### src/rtl/seg_display_scan.sv
// Multiplexed N-digit hex 7-segment driver: per-frame source snapshot, scanned digits, registered pins updated on each scan tick.
// Optional auto-cycle through sources when DISP_AUTOCYCLE_EN is defined (auto_en otherwise ignored).
module seg_display_scan #(
  parameter int NDIGITS  = 4,
  parameter int NSRC     = 6,
  parameter int SCAN_DIV = 1000,
  parameter int AUTO_DIV = 50_000_000
) (
  input  logic                      clk,
  input  logic                      rst_n,
  input  logic [NSRC*4*NDIGITS-1:0] src_data,
  input  logic [2:0]                sel,
  input  logic                      hold,
  input  logic                      blank,
  input  logic                      auto_en,
  output logic [6:0]                seg,
  output logic                      dp,
  output logic [NDIGITS-1:0]        an,
  output logic [2:0]                cur_sel
);

  localparam int DW = (NDIGITS > 1) ? $clog2(NDIGITS) : 1;
  localparam int PW = $clog2(SCAN_DIV);
  localparam int SW = 4 * NDIGITS;

  function automatic logic [6:0] hex7(input logic [3:0] v);
    case (v)
      4'h0: hex7 = 7'b1000000;
      4'h1: hex7 = 7'b1111001;
      4'h2: hex7 = 7'b0100100;
      4'h3: hex7 = 7'b0110000;
      4'h4: hex7 = 7'b0011001;
      4'h5: hex7 = 7'b0010010;
      4'h6: hex7 = 7'b0000010;
      4'h7: hex7 = 7'b1111000;
      4'h8: hex7 = 7'b0000000;
      4'h9: hex7 = 7'b0010000;
      4'hA: hex7 = 7'b0001000;
      4'hB: hex7 = 7'b0000011;
      4'hC: hex7 = 7'b1000110;
      4'hD: hex7 = 7'b0100001;
      4'hE: hex7 = 7'b0000110;
      default: hex7 = 7'b0001110;
    endcase
  endfunction

  logic [PW-1:0] pre_q;
  logic [DW-1:0] digit_q, digit_nxt;
  logic [SW-1:0] snap_q, snap_nxt;
  logic [2:0]    sel_nxt, eff_sel;
  logic          tick, frame_start;
  logic [3:0]    nib;

  assign tick        = (pre_q == PW'(SCAN_DIV - 1));
  assign frame_start = tick && (digit_q == DW'(NDIGITS - 1));

`ifdef DISP_AUTOCYCLE_EN
  localparam int AW = $clog2(AUTO_DIV);
  logic [AW-1:0] auto_pre_q;
  logic [2:0]    auto_q;
  logic          auto_tick;

  assign auto_tick = auto_en && (auto_pre_q == AW'(AUTO_DIV - 1));
  // Frame-start latch reads auto_q before this edge's step, so a coincident step lands next frame.
  assign eff_sel   = auto_en ? auto_q : sel;

  always_ff @(posedge clk or negedge rst_n) begin
    if (!rst_n) begin
      auto_pre_q <= '0;
      auto_q     <= '0;
    end else if (auto_en) begin
      auto_pre_q <= auto_tick ? '0 : auto_pre_q + 1'b1;
      if (auto_tick)
        auto_q <= (auto_q == 3'(NSRC - 1)) ? 3'd0 : auto_q + 3'd1;
    end
  end
`else
  logic unused_auto_en;
  assign unused_auto_en = auto_en;
  assign eff_sel        = sel;
`endif

  always_comb begin
    sel_nxt   = cur_sel;
    snap_nxt  = snap_q;
    digit_nxt = digit_q;
    if (tick)
      digit_nxt = (digit_q == DW'(NDIGITS - 1)) ? '0 : digit_q + 1'b1;
    if (frame_start && !hold) begin
      sel_nxt  = eff_sel;
      snap_nxt = '0;
      for (int k = 0; k < NSRC; k++)
        if (eff_sel == 3'(k)) snap_nxt = src_data[k*SW +: SW];
    end
    nib = snap_nxt[4*digit_nxt +: 4];
  end

  always_ff @(posedge clk or negedge rst_n) begin
    if (!rst_n) begin
      pre_q   <= '0;
      digit_q <= '0;
      snap_q  <= '0;
      cur_sel <= '0;
      seg     <= 7'b1111111;
      dp      <= 1'b1;
      an      <= '1;
    end else begin
      pre_q   <= tick ? '0 : pre_q + 1'b1;
      digit_q <= digit_nxt;
      snap_q  <= snap_nxt;
      cur_sel <= sel_nxt;
      // Pins follow the new digit index on the same edge it advances.
      if (tick) begin
        seg <= (int'(sel_nxt) >= NSRC) ? 7'b0111111 : hex7(nib);
        dp  <= !(hold && (digit_nxt == '0));
        an  <= blank ? '1 : ~(NDIGITS'(1) << digit_nxt);
      end
    end
  end

endmodule

### config.mk
export PLATFORM = sky130hd
export DESIGN_NAME = seg_display_scan
export DESIGN_NICKNAME = d
export VERILOG_FILES = /design/src/rtl/seg_display_scan.sv
export SDC_FILE = /design/constraint.sdc
export NUM_CORES = 1
export LEC_CHECK = 0
export ABC_AREA = 1
export BUFFER_PORTS_ARGS = -buffer_cell sky130_fd_sc_hd__buf_2
export CELL_PAD_IN_SITES_DETAIL_PLACEMENT = 1
export CELL_PAD_IN_SITES_GLOBAL_PLACEMENT = 2
export CORE_MARGIN = 10
export CORE_UTILIZATION = 26
export DETAILED_ROUTE_END_ITERATION = 7
export PLACE_DENSITY_LB_ADDON = 0.1
export SLEW_MARGIN = 20
export SYNTH_ARGS = -nofsm -noshare
export SYNTH_HDL_FRONTEND = slang
export SYNTH_SLANG_ARGS = --single-unit
### constraint.sdc
create_clock -name clk -period 3.1 [get_ports clk]
set_input_delay 0.775 -clock clk [delete_from_list [all_inputs] [get_ports clk]]
set_output_delay 0.775 -clock clk [all_outputs]
set_load 0.02 [all_outputs]
# [After elaboration in Yosys (flattened, before gate mapping)]
# Memory sizes are Yosys's and may differ from the RTL's.
# Index checks and enable logic that the tools add are counted.
[op_classes] muxes=13 magnitude_cmp=1 n_addsub=2 bitwise=1 shift=2 reduce_logical=7 eq_ne=7
[op_table] operator="2-to-1 mux 16 bit" count=7
[op_table] operator="indexed part select 16 x 5 -> 4 bit" count=1
[op_table] operator="adder 10 x 1 -> 10 bit (second input constant)" count=1
[op_table] operator="equality test 10 bit (second input constant)" count=1
[op_table] operator="2-to-1 mux 10 bit" count=1
[op_table] operator="2-to-1 mux 7 bit" count=1
[op_table] operator="equality test 3 x 2 -> 1 bit (second input constant)" count=2
[op_table] operator="equality test 3 bit (second input constant)" count=2
[op_table] operator="2-to-1 mux 2 bit" count=2
[op_table] operator="2-to-1 mux 4 bit" count=1
[op_table] operator="inverter 4 bit" count=1
[op_table] operator="left shift 1 x 2 -> 4 bit (first input constant)" count=1
[op_table] operator="equality test 3 x 1 -> 1 bit (second input constant)" count=1
[op_table] operator="greater-or-equal comparator 3 bit (second input constant)" count=1
[op_table] operator="logical AND 1 bit" count=3
[op_table] operator="logical NOT 3 bit" count=1
[op_table] operator="2-to-1 mux 3 bit" count=1
[op_table] operator="adder 2 x 1 -> 2 bit (second input constant)" count=1
[op_table] operator="equality test 2 bit (second input constant)" count=1
[op_table] operator="logical NOT 1 bit" count=2
[op_table] operator="logical NOT 2 bit" count=1
[totals] n_memories=1 wordCells=41 mem_bits_ro=112 input_bits=104 out_inout_bits=15 ff_bits=43
[memory_table] memory="(name not given)" words=16 width=7 rd=1 rd_ports_with_merged_regs=0 wr=0 line_no="27" source="case (v)"

# [Depth between registers and ports, before layout]
# Gate-level depths: netlist (run 1).
# An unclocked memory read counts as a cell.
[logic_depth] depth_word=11 ltp_mapped=20 ltp_nobuf=19

# [Worst setup path before layout (run 1)]
# No wires, ideal clock.
[synth_path] path_type="in2reg" startpoint="in sel[1]" endpoint="reg seg[0]" required_time_ns=3.024 path_stages=20 setup_time_ns=0.076 n_path_buf=3 arrival_ns=2.708 path_slack_ns=0.316 path_cell_list="buf_4 -> buf_4 -> buf_2 -> nand3_1 -> o21ai_0 -> nor2_1 -> nand2_1 -> nand2_1 -> nand2_1 -> nand2_1 -> nand2_1 -> nor2_1 -> inv_1 -> ha_1 -> inv_1 -> nand2_1 -> nand3_1 -> nand2_1 -> nor2_1 -> nor2_1"
[synth_via] elab_chain_len=11
[synth_rtl] item="from (decl)" line_no="12" source="input logic [2:0] sel,"
[synth_rtl] item="logical NOT 3 bit" line_no="93" source="if (eff_sel == 3'(k)) snap_nxt = src_data[k*SW +: SW];"
[synth_rtl] item="2-to-1 mux 16 bit (5 in a row)" line_no="93"
[synth_rtl] item="2-to-1 mux 16 bit (*)" line_no="93"
[synth_rtl] item="2-to-1 mux 16 bit (*)" line_no="89" source="if (frame_start && !hold) begin"
[synth_rtl] item="via snap_nxt[9]" line_no="49" source="logic [SW-1:0] snap_q, snap_nxt;"
[synth_rtl] item="indexed part select 16 x 5 -> 4 bit (*)" line_no="95" source="nib = snap_nxt[4*digit_nxt +: 4];"
[synth_rtl] item="memory (16 x 7 bit) (*)"
[synth_rtl] item="2-to-1 mux 7 bit (*)" line_no="114" source="seg <= (int'(sel_nxt) >= NSRC) ? 7'b0111111 : hex7(nib);"
[synth_rtl] item="to (signal assigned)" line_no="114"
[synth_rtl] item="to (decl)" line_no="16" source="output logic [6:0] seg,"
# Mark *: on every way through the listed nets, which the timed path passes. The rest lies on a longest branch.
# A chain may end at the register's enable or synchronous reset.

# [Final worst setup path (run 1)]
[layout_path] startpoint="reg pre_q[0]" endpoint="reg seg[0]"
[layout_lines] item="from (decl)" line_no="47" source="logic [PW-1:0] pre_q;"
[layout_lines] item="from (signal assigned)" line_no="108" source="pre_q <= tick ? '0 : pre_q + 1'b1;"
[layout_lines] item="equality test 10 bit" line_no="54" source="assign tick = (pre_q == PW'(SCAN_DIV - 1));"
[layout_lines] item="2-to-1 mux 2 bit" line_no="87" source="if (tick)"
[layout_lines] item="via digit_nxt[1]" line_no="48" source="logic [DW-1:0] digit_q, digit_nxt;"
[layout_lines] item="indexed part select 16 x 5 -> 4 bit" line_no="95"
[layout_lines] item="memory (16 x 7 bit)"
[layout_lines] item="2-to-1 mux 7 bit" line_no="114"
# The timed path passes the listed nets, and every way through them passes these cells.

==> impl_metrics.csv, run 1 <==
group,metric,value,unit
sta,period_share,91.3,%
sta,drv_slew,0,
yosys,ys_types,39,
pwr,vdd_drop_max,0.239,mV
worst_setup_path,criticalPathCategory,"reg2reg",
run,cap_violations,0,
floorplan,initial_utilization,26.7,%
worst_setup_path,reg2reg_depth,19,
yosys,synth_area_leader_cell,"dfrtp_1",
drt,num_vias,3458,
pwr,leakagePower,2.43,nW
drt,drtIter0Drc,68,
floorplan,fp.dieW,132,µm
worst_setup_path,arrival,3.04,ns
sta,finalClockSkew,0.00838,ns
cells_and_area,fin_area,4250,µm²
sta,setup-violations-final,0,
yosys,synth_area,3240,µm²
yosys,synth.top_cells.by_count,"nand2_1, nor2_1, inv_1",
placed_design,place_area,4080,µm²
clocking,post_cts_buffers,0,
drt,avgViaCountPerCell,4.44,
cells_and_area,final_layout_size_suffix_gt1_share,32.6,%
sta,hold_viol,0,
placed_design,place_hpwl,9390,µm
yosys,synth_cells,481,
cells_and_area,nNetsFinal,722,
placed_design,portBuffers,117,
worst_setup_path,critPathMaxFanout,8,
clocking,root_buffer,"clkbuf_16",
yosys,netlist.area_leader.share,24.0,%
clocking,clk_latency,0.28,ns
floorplan,ios,119,
drt,post_drt_wl_per_cell,14.6,µm
worst_setup_path,endpoint_kind,"flop",
clocking,path_clk_slew,0.06,ns
floorplan,die_h,132,µm
floorplan,core,12100,µm²
pwr,p_per_area,306,nW/µm²
yosys,async_flop_share,100,%
worst_setup_path,required,3.31,ns
yosys,synth_ff_type,"dfrtp_1",
clocking,clock-sinks,43,
drt,ant_nets,0,
worst_setup_path,critPathLaunchType,"flop",
sta,fin_ws,0.271,ns
cells_and_area,final_cells,778,
yosys,avgSynthCellArea,6.73,µm²
drt,firstDrtPassIters,4,
clocking,cts.path.max_buffers,2,
cells_and_area,diodes,0,
grt,grt_pass1_wl,18500,µm
floorplan,die-area,17300,µm²
yosys,synth_nets,594,
drt,wl,11300,µm
placed_design,numPlacedInstances,770,
yosys,synthTopCellsByArea,"dfrtp_1, nand2_1, dfstp_2, nor2_1, nand4_1",
clocking,cts_inserted_buffers,5,
cells_and_area,syn2layout_area_growth,31.3,%
grt,antenna_found_initial,0,
yosys,synth-seq-area-share,33.7,%
sta,clock.fmax,353,MHz
floorplan,rows,40,
grt,grt.total_usage,12.7,%
grt,grt_pass1_vias,3620,
grt,grt_overflow,0,
hold_path,hold_class,"reg2reg",
hold_path,hold_depth,1,
yosys,yosysMostFrequentCell,"nand2_1",
outcome,outcome,"completed",
grt,grt_max_degree,44,
sta,fin_crit,2.83,ns
yosys,synth_seq_cells,43,
clocking,htreeDepth,2,
yosys,ys_warn_count,0,
placed_design,globalplace.congestion,0.810,
drt,post-route-drc-count,0,
clocking,cts_tree,"built",
sta,worstMarginPinSlew,0.941,ns
yosys,synth_edf_count,0,
placed_design,pre_cts_slack,-0.0633,ns
sta,slew_headroom,37.3,%
cells_and_area,fillers,1611,
sta,rsz0062_at_grt,"false",
==> metal layers <==
metal,part of all wire (%),track usage (%),up-vias
met5,0,0,-
met4,0.72,2.41,0
met3,5.5,3.13,5
met2,42,19.7,89
met1,51,17.4,1566
li1,-,-,1798
==> layout make-up <==
type / count / area, µm² / area share [%]
multi-input combinational: 377 / 1870 / 44.0
clock inverter: 1 / 7.51 / 0.177
clock buffer: 7 / 153 / 3.59
timing repair buffer: 139 / 754 / 17.8
inverter: 43 / 164 / 3.86
sequential: 43 / 1090 / 25.7
tap: 168 / 210 / 4.95
==> cells in the final DEF, fill, tap and decap left out, types with 2 or more instances in the layout <==
cell type  netlist  routed
clkbuf_16        0       5
buf_4            6      21
o32ai_1          2       2
nor3_1           3       3
nor3_4           2       2
o21ai_1          2       2
dfrtp_1         31      31
nand3_1         23      23
clkbuf_8         0       2
nor2_4           2       2
a21oi_2          2       2
nand2_1        167     167
nor2_1          71      70
nor3_2           2       2
dfstp_2         12      12
nand2_4          3       3
o22ai_1          2       2
nand2_2          9       9
buf_2            8     117
nor2_2           5       6
o21ai_0         13      13
a21oi_1         23      23
inv_2            7       7
nand4_1         26      26
ha_1             9       9
inv_1           34      34
nand3_4          2       2
==> critical path, cell delays in order, from the launching register on <==
cell     delay (ns)
dfrtp_1        0.37
ha_1           0.20
nand2_1        0.15
nor2_4         0.22
nand3_4        0.16
nand2_2        0.15
nand2_4        0.09
nand2_1        0.13
inv_2          0.08
nand2_1        0.07
nand2_1        0.06
nor2_2         0.28
inv_1          0.15
ha_1           0.25
inv_1          0.06
nand2_1        0.05
nand3_1        0.08
nand2_1        0.06
nor2_1         0.10
nor2_1         0.05
==> logic make-up (layout without fill, tap and decap cells) <==
group	count (synthesis)	count (layout)	synth area share [%]
AND/OR/NAND/NOR	320	320	45.9
buffers and inverters	61	190	8.62
AO/OA/AOI/OAI	46	46	7.77
flip-flops	43	43	33.7
adder cells (fa/ha/maj)	9	9	3.48
XOR/XNOR	1	1	0.271
multiplexers	1	1	0.309
==> stage by stage <==
step	hold slack [ns]	util [%]	total power [mW]	TNS, ns
floorplan	0.433	-	0.652	0
detailed placement	0.468	33.7	0.759	-0.129
CTS	0.477	35.0	1.32	0
global placement	0.454	33.7	0.756	-0.00201
finish	0.474	35.1	1.30	0
global route	0.500	35.1	1.37	0
==> registers in the layout (all words and copies together) (netlist names) <==
name and flops:
seg 7, cur_sel 3, snap_q 16, dp 1, pre_q 10, digit_q 2, an 4
==> power breakdown <==
part / internal, mW / total [mW] / leakage, nW / switching [mW]
Clock: 0.342 / 0.553 / 0.0761 / 0.210
Sequential: 0.562 / 0.562 / 0.544 / 0
Combinational: 0.0827 / 0.184 / 1.81 / 0.101
==> path summary, 6_finish.rpt <==
check,startpoint,endpoint,slack [ns]
worst max register to register,pre_q[0],seg[0],0.27
max in group asynchronous,rst_n,snap_q[2],1.88
worst max-delay path,pre_q[0],seg[0],0.27
worst min register to register,pre_q[0],pre_q[0],0.47
worst min-delay path,pre_q[0],pre_q[0],0.47
min in group asynchronous,rst_n,pre_q[0],0.64
==> repair_timing <==
item / CTS / global route
hold buffers: 0 / 0
resized for setup: 0 / 2
setup endpoints to repair: 0 / 6
No activity file was read; power rests on OpenSTA's default activity.
==> run 2, diff against run 1 <==
- REMOVE_ABC_BUFFERS: not set -> 1
==> run 2 against run 1 <==
Compared with the run above: clock power down 9.0%; global-route usage up 0.17 points; first-iteration DRC count grew 29%; flip-flop and latch count is the same; sequential power about the same; via count hardly changed; register-to-register slack better by 0.11 ns; power is 3.4% lower; critical endpoint unchanged; highest routed layer unchanged.
==> impl_metrics.csv, run 2 (same netlist as run 1, synthesis figures left out) <==
group,metric,value,unit
floorplan,fp.dieW,132,µm
grt,grt.total_usage,12.8,%
sta,finalClockSkew,0.00702,ns
cells_and_area,layout_commonest_cell,"nand2_1",
placed_design,pre_cts_slack,0.0330,ns
placed_design,portBuffers,117,
clocking,htreeDepth,2,
cells_and_area,final_cell_mix,"nand2_1, buf_2, nor2_1",
grt,grt_pass1_vias,3638,
pwr,vdd_drop_max,0.168,mV
clocking,clk_latency,0.28,ns
hold_path,hold_class,"in2async",
sta,tns,0,ns
floorplan,rows,40,
cells_and_area,largest_register_ffs,16,
drt,wl,11300,µm
worst_setup_path,arrival,2.93,ns
clocking,root_buffer,"clkbuf_16",
floorplan,die_h,132,µm
grt,grt_pass1_wl,18900,µm
sta,setup-violations-final,0,
drt,firstDrtPassIters,4,
cells_and_area,final_layout_size_suffix_gt1_share,32.6,%
outcome,outcome,"completed",
floorplan,core,12100,µm²
cells_and_area,seq_area,1090,µm²
clocking,path_clk_slew,0.06,ns
placed_design,globalplace.congestion,0.795,
sta,worstMarginPinSlew,0.636,ns
cells_and_area,fillers,1609,
worst_setup_path,critPathMaxFanout,8,
sta,fin_ws,0.383,ns
grt,antenna_found_initial,0,
sta,fin_crit,2.72,ns
sta,slew_headroom,57.4,%
drt,post_drt_wl_per_cell,14.6,µm
cells_and_area,multi_input_area,1870,µm²
floorplan,initial_utilization,26.7,%
floorplan,die-area,17300,µm²
sta,hold_viol,0,
clocking,cts_tree,"built",
worst_setup_path,required,3.31,ns
grt,grt_max_degree,44,
grt,grt_overflow,0,
worst_setup_path,criticalPathCategory,"reg2reg",
worst_setup_path,critPathLaunchType,"flop",
cells_and_area,top_register,"snap_q",
cells_and_area,nNetsFinal,723,
pwr,p_per_area,293,nW/µm²
drt,ant_nets,0,
clocking,clock-sinks,43,
cells_and_area,syn2layout_area_growth,32.2,%
pwr,leakagePower,2.44,nW
run,cap_violations,0,
clocking,cts_inserted_buffers,5,
placed_design,place_hpwl,9410,µm
cells_and_area,diodes,0,
drt,num_vias,3461,
sta,rsz0062_at_grt,"false",
cells_and_area,top_regs,"snap_q x16, pre_q x10, seg x7",
drt,drtIter0Drc,88,
sta,drv_slew,0,
worst_setup_path,endpoint_kind,"flop",
drt,avgViaCountPerCell,4.44,
clocking,cts_hold_buf,0,
clocking,cts.path.max_buffers,2,
drt,post-route-drc-count,0,
sta,clock.fmax,368,MHz
floorplan,ios,119,
sta,period_share,87.6,%
[run 2: cell count changes in the layout (fill, tap and decap cells not counted)]
cell / change
buf_12: +2
clkbuf_8: -2
buf_16: +1
buf_4: -1
buf_6: -1
clkbuf_1: +1
clkinv_2: +1
[run 2: where the power goes]
group	leakage, nW	switching, mW	internal [mW]
combinational	1.83	0.103	0.0876
clock	0.0669	0.206	0.297
sequential	0.544	0	0.562
total	2.44	0.308	0.947
[run 2: critical path, stage by stage (launching register included)]
cell	delay [ns]
dfrtp_1	0.38
ha_1	0.19
nand2_1	0.14
nor2_4	0.21
nand3_4	0.16
nand2_2	0.14
nand2_4	0.09
nand2_1	0.14
inv_2	0.08
nand2_1	0.07
nand2_1	0.06
nor2_2	0.21
inv_1	0.13
ha_1	0.25
inv_1	0.07
nand2_1	0.05
nand3_1	0.08
nand2_1	0.05
nor2_1	0.09
nor2_1	0.05
[run 2: path summary, 6_finish.rpt]
check / startpoint / endpoint / slack (ns) / cells after the start
min in group clk: pre_q[0] / pre_q[0] / 0.47 / 1
worst max-delay path: pre_q[0] / seg[0] / 0.38 / 19
worst min-delay path: rst_n / pre_q[3] / 0.46 / 1
max in group asynchronous: rst_n / seg[6] / 2.07 / 2
worst min register to register: pre_q[0] / pre_q[0] / 0.47 / 1
worst max register to register: pre_q[0] / seg[0] / 0.38 / 19
[run 2: cell type report]
| class | count | share of cell area (%) |
|---|---|---|
| multi-input cells | 377 | 43.7 |
| flip-flops and latches | 43 | 25.5 |
| repair buffers | 140 | 18.8 |
| well taps | 168 | 4.91 |
| inverters | 43 | 3.83 |
| clock buffers | 6 | 3.01 |
| clock inverters | 2 | 0.292 |
[run 2: what timing repair did]
action,CTS,global route
resized for setup,0,1
buffers inserted,0,0
setup endpoints to repair,0,1
[run 2: per-layer routing]
metal  vias up  global-route usage (%)  share of wire (%)
met5         -                       0                  0
met4         0                    2.60               0.67
met3         5                    1.79                3.6
met2        88                    20.2                 43
met1      1568                    18.1                 53
li1       1800                       -                  -
[run 2: through the flow]
step / utilization (%) / cells / hold WS (ns) / total power [mW] / area (µm²)
finish: 35.3 / 779 / 0.457 / 1.26 / 4280
global route: 35.3 / 779 / 0.487 / 1.33 / 4280
CTS: 35.1 / 778 / 0.478 / 1.28 / 4250
detailed placement: 33.9 / 770 / 0.469 / 0.761 / 4110
global placement: 33.9 / 770 / 0.444 / 0.757 / 4110
floorplan: - / 463 / 0.433 / 0.634 / 3120
==> run 3, diff against run 2 <==
- clock period: 3.1 -> 2.6 ns (I/O delays scaled with it)
==> run 3 against run 2 <==
Compared with the run above: sequential power increased by 19%; final area is 13% higher; first-iteration DRC count grew 22%; critical path type is now in2reg; die area unchanged.
==> impl_metrics.csv, run 3 (same netlist as run 1, synthesis figures left out) <==
group,metric,value,unit
outcome,outcome,"completed",
pwr,p_per_area,356,nW/µm²
worst_setup_path,critPathMaxFanout,9,
worst_setup_path,path_buf_inv,5,
run,cap_violations,0,
floorplan,die-area,17300,µm²
placed_design,globalplace.congestion,0.787,
grt,grt_max_degree,33,
floorplan,initial_utilization,26.7,%
clocking,cts_tree,"built",
sta,rsz0062_at_grt,"true",
cells_and_area,top_register,"snap_q",
drt,avgViaCountPerCell,4.41,
worst_setup_path,crit_slowest_cell,"nor2_4",
sta,tns,0,ns
floorplan,fp.dieW,132,µm
floorplan,ios,119,
cells_and_area,nNetsFinal,762,
grt,antenna_found_initial,0,
cells_and_area,final_cell_mix,"nand2_1, buf_2, nor2_1",
pwr,power.switching,387,µW
floorplan,core,12100,µm²
drt,post_drt_wl_per_cell,14.8,µm
cells_and_area,largest_register_ffs,16,
clocking,clock-sinks,43,
pwr,vdd_drop_max,0.310,mV
sta,finalClockSkew,0.00828,ns
worst_setup_path,crit_chain,"clkbuf_4 -> buf_4 -> buf_4 -> nor3_4 -> buf_4 -> a21oi_1 -> nand2_1 -> nand2_1 -> nand2_2 -> nand2_2 -> nand2_2 -> nor2_4 -> buf_4 -> ha_1 -> nand2_1 -> a21oi_1 -> nand2_2 -> nand2_1",
floorplan,rows,40,
cells_and_area,seq_area,1090,µm²
worst_setup_path,arrival,2.75,ns
clocking,cts_hold_buf,0,
clocking,cts.path.max_buffers,2,
sta,hold_viol,0,
clocking,htreeDepth,2,
grt,grt.total_usage,13.3,%
cells_and_area,top_regs,"snap_q x16, pre_q x10, seg x7",
cells_and_area,layout_commonest_cell,"nand2_1",
pwr,clock_power_share,47.2,%
worst_setup_path,critPathLaunchType,"input pin",
clocking,cts_inserted_buffers,5,
sta,clock.fmax,397,MHz
drt,wl,12100,µm
pwr,leakagePower,2.69,nW
cells_and_area,multi_input_area,2040,µm²
worst_setup_path,cpPeakStageDelay,0.22,ns
clocking,root_buffer,"clkbuf_16",
pwr,cell_internal_pwr,1.33,mW
drt,firstDrtPassIters,4,
sta,drv_slew,0,
grt,grt_pass1_wl,19200,µm
sta,setup-violations-final,0,
sta,fin_crit,2.52,ns
grt,grt_overflow,0,
drt,post-route-drc-count,0,
floorplan,die_h,132,µm
cells_and_area,final_layout_size_suffix_gt1_share,42.2,%
grt,grt_pass1_vias,3739,
worst_setup_path,criticalPathCategory,"in2reg",
drt,ant_nets,0,
placed_design,numPlacedInstances,798,
placed_design,place_hpwl,9800,µm
worst_setup_path,required,2.83,ns
drt,drtIter0Drc,107,
cells_and_area,syn2layout_area_growth,48.8,%
sta,worstMarginPinSlew,0.731,ns
sta,period_share,96.9,%
drt,num_vias,3618,
placed_design,portBuffers,117,
cells_and_area,final_cells,820,
sta,slew_headroom,51.2,%
pwr,netSwitchingFraction,22.5,%
clocking,path_clk_slew,0.06,ns
pwr,p_seq_share,39.0,%
hold_path,hold_class,"in2async",
clocking,clk_latency,0.29,ns
pwr,combinationalPowerShare,13.8,%
cells_and_area,fillers,1600,
worst_setup_path,cp_top_family,"simple AND/OR/NAND/NOR gates",
worst_setup_path,endpoint_kind,"flop",
run 3: cell types whose count changed in the layout (fill, tap and decap cells not counted), moves of 5 or more:
cell     change
ha_1         -6
buf_6        +5
nand2_2     +16
nand2_1     -17
nor2_1       -6
nor2_4       +5
buf_4       +34
run 3: power by group through the flow:
stage | clock [mW] | combinational (mW) | sequential [mW]
floorplan | 0 | 0.0740 | 0.682
global placement | 0 | 0.229 | 0.682
detailed placement | 0 | 0.234 | 0.682
CTS | 0.835 | 0.236 | 0.670
global route | 0.861 | 0.268 | 0.669
finish | 0.810 | 0.237 | 0.670
run 3: worst reg2reg max path: cells and delay by family, from the launching register on:
kind	cells	cell delay [ns]
flops	1	0.36
buf+inv	2	0.37
simple gates	11	1.16
compound gates	1	0.15
fa+ha+maj	2	0.41
run 3: stage by stage:
| step | instance area [µm²] | utilization, % | hold WS [ns] | total power, mW | setup WS, ns |
|---|---|---|---|---|---|
| finish | 4820 | 39.8 | 0.418 | 1.72 | 0.0797 |
| global route | 4810 | 39.8 | 0.480 | 1.80 | -0.0965 |
| CTS | 4500 | 37.2 | 0.463 | 1.74 | 0.0337 |
| detailed placement | 4290 | 35.5 | 0.471 | 0.915 | -0.380 |
| global placement | 4290 | 35.5 | 0.458 | 0.911 | -0.292 |
| floorplan | 3120 | - | 0.354 | 0.756 | 0.0701 |
run 3: path summary, 6_finish.rpt:
path                            depth (start not counted)  slack, ns  startpoint         end
worst max-delay path                                   18       0.08      sel[1]      seg[6]
worst min-delay path                                    1       0.42       rst_n    pre_q[3]
worst max register to register                         16       0.10    pre_q[1]      seg[6]
worst min register to register                          2       0.47  snap_q[12]  snap_q[12]
max in group asynchronous                               2       1.45       rst_n       an[2]
min in group clk                                        2       0.47  snap_q[12]  snap_q[12]
run 3: final cells by class:
| cell class | count | area share (%) |
|---|---|---|
| inverters | 43 | 3.50 |
| multi-input cells | 377 | 42.3 |
| repair buffers | 179 | 23.1 |
| well taps | 168 | 4.36 |
| clock inverters | 2 | 1.25 |
| clock buffers | 6 | 2.67 |
| flip-flops and latches | 43 | 22.6 |
| diodes | 2 | 0.104 |
run 3: repair_timing:
item,CTS,global route
resized for setup,4,55
setup buffers,0,11
pin swaps,0,25
gates cloned,0,1
hold endpoints to repair,0,0
setup endpoints to repair,5,7
run 3: metal layers:
metal | wire (µm) | GRT usage (%) | vias up | part of all wire [%]
met5 | 0 | 0 | - | 0
met4 | 108 | 3.15 | 0 | 0.89
met3 | 678 | 2.90 | 7 | 5.6
met2 | 5460 | 21.0 | 95 | 45
met1 | 5870 | 17.9 | 1639 | 48
li1 | - | - | 1877 | -
